## src/rtl/regfile_scoreboard_pkg.sv

```systemverilog
// Shared constants for the register file scoreboard slice.
package regfile_scoreboard_pkg;
  localparam int unsigned DATA_WIDTH = 32;
  localparam int unsigned ADDR_WIDTH = 5;
  localparam int unsigned NUM_REGS   = 2 ** ADDR_WIDTH;

  localparam logic [ADDR_WIDTH-1:0] REG_ZERO = '0;

  typedef logic [DATA_WIDTH-1:0] word_t;
  typedef logic [ADDR_WIDTH-1:0] reg_idx_t;
  typedef logic [NUM_REGS-1:0]   reg_vec_t;
endpackage

```

## src/rtl/regfile_scoreboard_decoder.sv

```systemverilog
// 5-to-32 select decoder: one-hot output when enabled, all zero otherwise.
module regfile_scoreboard_decoder
  import regfile_scoreboard_pkg::*;
(
  input  logic [ADDR_WIDTH-1:0] sel,
  input  logic                  en,
  output logic [NUM_REGS-1:0]   onehot
);
  always_comb begin
    onehot = '0;
    if (en) onehot[sel] = 1'b1;
  end
endmodule

```

## src/rtl/regfile_scoreboard_reg_cell.sv

```systemverilog
// Single register: synchronous active-high reset, load on enable.
module regfile_scoreboard_reg_cell #(
  parameter int unsigned WIDTH = 32
) (
  input  logic             clock,
  input  logic             reset,
  input  logic             enable,
  input  logic [WIDTH-1:0] d,
  output logic [WIDTH-1:0] q
);
  always_ff @(posedge clock) begin
    if (reset)       q <= '0;
    else if (enable) q <= d;
  end
endmodule

```

## src/rtl/regfile_scoreboard.sv

```systemverilog
// 32x32 register file, one write and two read ports with write bypass,
// plus a per-register busy scoreboard for pending writebacks.
module regfile_scoreboard
  import regfile_scoreboard_pkg::*;
(
  input  logic                  clock,
  input  logic                  ctrl_reset,
  input  logic                  ctrl_writeEnable,
  input  logic [ADDR_WIDTH-1:0] ctrl_writeReg,
  input  logic [DATA_WIDTH-1:0] data_writeReg,
  input  logic                  ctrl_reserve,
  input  logic [ADDR_WIDTH-1:0] ctrl_reserveReg,
  input  logic [ADDR_WIDTH-1:0] ctrl_readRegA,
  input  logic [ADDR_WIDTH-1:0] ctrl_readRegB,
  output logic [DATA_WIDTH-1:0] data_readRegA,
  output logic [DATA_WIDTH-1:0] data_readRegB,
  output logic                  busy_readRegA,
  output logic                  busy_readRegB
);
  reg_vec_t write_hot;
  reg_vec_t reserve_hot;
  reg_vec_t busy;
  word_t    regs [NUM_REGS];

  localparam reg_vec_t NONZERO_MASK = {{(NUM_REGS-1){1'b1}}, 1'b0};

  regfile_scoreboard_decoder u_write_dec (
    .sel    (ctrl_writeReg),
    .en     (ctrl_writeEnable),
    .onehot (write_hot)
  );

  regfile_scoreboard_decoder u_reserve_dec (
    .sel    (ctrl_reserveReg),
    .en     (ctrl_reserve),
    .onehot (reserve_hot)
  );

  assign regs[0] = '0;

  for (genvar i = 1; i < NUM_REGS; i++) begin : g_cell
    regfile_scoreboard_reg_cell #(.WIDTH(DATA_WIDTH)) u_cell (
      .clock  (clock),
      .reset  (ctrl_reset),
      .enable (write_hot[i]),
      .d      (data_writeReg),
      .q      (regs[i])
    );
  end

  // A reservation in the same cycle as a write wins: the writeback it
  // announces is newer than the one completing now.
  always_ff @(posedge clock) begin
    if (ctrl_reset) busy <= '0;
    else            busy <= (reserve_hot | (busy & ~write_hot)) & NONZERO_MASK;
  end

  always_comb begin
    data_readRegA = regs[ctrl_readRegA];
    if (ctrl_writeEnable && ctrl_writeReg == ctrl_readRegA && ctrl_readRegA != REG_ZERO)
      data_readRegA = data_writeReg;
  end

  always_comb begin
    data_readRegB = regs[ctrl_readRegB];
    if (ctrl_writeEnable && ctrl_writeReg == ctrl_readRegB && ctrl_readRegB != REG_ZERO)
      data_readRegB = data_writeReg;
  end

  assign busy_readRegA = busy[ctrl_readRegA];
  assign busy_readRegB = busy[ctrl_readRegB];
endmodule
```

## config.mk

```make
export PLATFORM = sky130hd
export DESIGN_NAME = regfile_scoreboard
export DESIGN_NICKNAME = d
export VERILOG_FILES = /design/src/rtl/regfile_scoreboard_pkg.sv /design/src/rtl/regfile_scoreboard_decoder.sv /design/src/rtl/regfile_scoreboard_reg_cell.sv /design/src/rtl/regfile_scoreboard.sv
export SDC_FILE = /design/constraint.sdc
export NUM_CORES = 2
export LEC_CHECK = 0
export ABC_AREA = 0
export ABC_CLOCK_PERIOD_IN_PS = 6400
export CAP_MARGIN = 25
export CORE_UTILIZATION = 60
export DETAILED_ROUTE_END_ITERATION = 8
export PLACE_DENSITY = 0.82
export SLEW_MARGIN = 20
export SYNTH_ARGS = -nofsm -noshare
export SYNTH_HDL_FRONTEND = slang
export SYNTH_HIERARCHICAL = 1
export SYNTH_SLANG_ARGS = --single-unit
```

## constraint.sdc

```tcl
create_clock -name clock -period 6.4 [get_ports clock]
set_input_delay 0.64 -clock clock [delete_from_list [all_inputs] [get_ports clock]]
set_output_delay 0.64 -clock clock [all_outputs]
set_load 0.005 [all_outputs]
```

==> metrics.md <==
| Metric | Value |
|---|---|
| Outcome | `completed` |
| Final Critical Period | `5.05 ns` |
| CTS sink cnt | `1023` |
| Worst min path class | `input pin to register` |
| CTS Buf Count | `104` |
| DR vias | `44300` |
| CTS Hold Buffers Added | `0` |
| Cells after Synth | `5176` |
| Reg-to-Reg Start | `g_cell[1].u_cell/q[24]$_SDFFE_PP0P_` |
| Max Fclk | `198 MHz` |
| Reg2Reg Depth | `2` |
| CTS Root Cell | `clkbuf_16` |
| Leak | `20.2 nW` |
| Congestion Overflow GR | `0` |
| Die area | `0.0927 mm2` |
| Placement row count | `110` |
| Crit path kind | `input pin to output pin` |
| Worst-Skew Late Latency | `0.69 ns` |
| Avg Cell Area, Syn | `10.6 um2` |
| CTS resizes | `0` |
| Syn_nets | `5232` |
| Placed Instance Area | `0.0554 mm2` |
| Nets | `5126` |
| Core Area | `0.0903 mm2` |
| IO buf count | `121` |
| DRC viols | `0` |
| First-pass GRT wire length | `265000 um` |
| Most frequent cells in the layout | `mux2i_1 (1269), nor2_1 (1062), dfxtp_1 (1023)` |
| Fin Setup TNS | `0 ns` |
| Htree depth | `3` |
| Initial core utilization | `60.8%` |
| Worst-Margin Slew | `1.23 ns` |
| Final GP Congestion | `0.926` |
| RSZ-0062 raised after global routing | `false` |
| Vias in the first global route | `42900` |
| Max clock buf depth | `3` |
| CP startpoint | `ctrl_readRegA[2]` |
| Max-Cap Viols | `0` |
| Die width | `304 um` |
| TritonCTS clock tree | `built` |
| # IOs | `122` |
| Power Dens Cells | `245 mW/mm2` |
| Filler cell count | `6645` |
| Final WS setup | `1.35 ns` |
| Setup violations, final | `0` |
| DRT iter0 DRCs | `6960` |
| Clock transition at path regs | `0.06 ns` |
| Clock skew | `0 ns` |
| FF-to-FF setup slack | `5.63 ns` |
| Startpoint types | `input pin` |
| Final worst path period share | `78.9%` |
| Largest net degree at the start of global routing | `208` |
| Post-route cell area | `0.0592 mm2` |
| Mapped Area | `0.0549 mm2` |
| Via density | `7.00` |
| Routed len/inst | `28.2 um` |
| GRT Util Overall | `37.1%` |
| Commonest non-fill, non-tap cell in the layout | `mux2i_1` |
| Slew Limit Fails | `0` |
| DP Worst Slack | `1.75 ns` |
| Crit path arrival time | `4.41 ns` |
| Worst R2R End | `g_cell[1].u_cell/q[24]$_SDFFE_PP0P_` |
| Yosys warns | `6` |
| Worst setup endpoint | `data_readRegA[4]` |
| Die Ht | `304 um` |
| DRT antenna net count | `0` |
| Setup repair bufs after CTS | `0` |
| Detailed placement HPWL | `108000 um` |
| CP Max Fanout | `44` |
| Share of cells above drive strength 1 | `15.1%` |
| Final hold vios | `0` |
| Initial antenna violation count | `8` |
| First-pass DRT Iterations | `8` |
| Required time of the critical path | `5.76 ns` |
| Layout overhead on the synthesized area | `7.90%` |
| Rel. slew slack | `17.7%` |
| Worst vdd ir | `0.000223 V` |
| Total Wirelength | `179000 um` |
| Fin Hold WS | `0.451 ns` |
| Critical path endpoint category | `output pin` |
==> state kept, by name, indices dropped and copies added (netlist names) <==
name / cells
g_cell.u_cell/q: 992
busy: 31
==> worst min path at each step <==
stage,start,endpoint,slack (ns),depth (start not counted)
after floorplan,busy[10]$_SDFF_PP0_,busy[10]$_SDFF_PP0_,0.47,2
after global placement,busy[10]$_SDFF_PP0_,busy[10]$_SDFF_PP0_,0.48,2
after detailed placement,g_cell[7].u_cell/q[2]$_SDFFE_PP0P_,g_cell[7].u_cell/q[2]$_SDFFE_PP0P_,0.49,2
after CTS,ctrl_reset,g_cell[23].u_cell/q[22]$_SDFFE_PP0P_,0.47,2
after global routing,ctrl_reset,g_cell[17].u_cell/q[20]$_SDFFE_PP0P_,0.51,2
final,ctrl_reset,g_cell[23].u_cell/q[22]$_SDFFE_PP0P_,0.45,2
==> critical path, stage by stage <==
cell and delay [ns]:
buf_4 0.47, buf_4 0.66, or3b_2 0.58, o221ai_1 0.25, o31ai_1 1.02, clkdlybuf4s50_1 0.69
==> stage by stage <==
stage,power (W),util (%),instances
CTS,0.0145,65.5,6330
floorplan,0.00737,-,5176
finish,0.0145,65.6,6339
global route,0.0148,65.6,6333
detailed placement,0.00795,61.4,6137
global placement,0.00793,61.3,6134
==> power breakdown <==
part | internal (W) | leakage [nW] | switching [W]
registers | 0.00641 | 8.25 | 0.0000383
clock network | 0.00394 | 1.85 | 0.00270
logic | 0.000488 | 10.2 | 0.000926
==> metal layers <==
layer	GRT usage (%)	up-vias	routed length, um
li1	-	18600	-
met1	47.2	21600	64900
met2	55.7	3231	77800
met3	10.8	839	23800
met4	22.8	12	12000
met5	0.310	-	104
==> cell type report <==
class                           count  area, um2  share of cell area (%)
Clock inverter                     42        622                    1.05
Sequential cell                  1023      20500                    34.6
Inverter                           31        116                   0.196
Tap cell                         1176       1470                    2.48
Timing Repair Buffer              252       2490                    4.20
Antenna cell                        6       15.0                  0.0254
Clock buffer                      151       3110                    5.25
Multi-Input combinational cell   3658      30900                    52.2
Note: power is estimated with default switching activity, not from simulation.
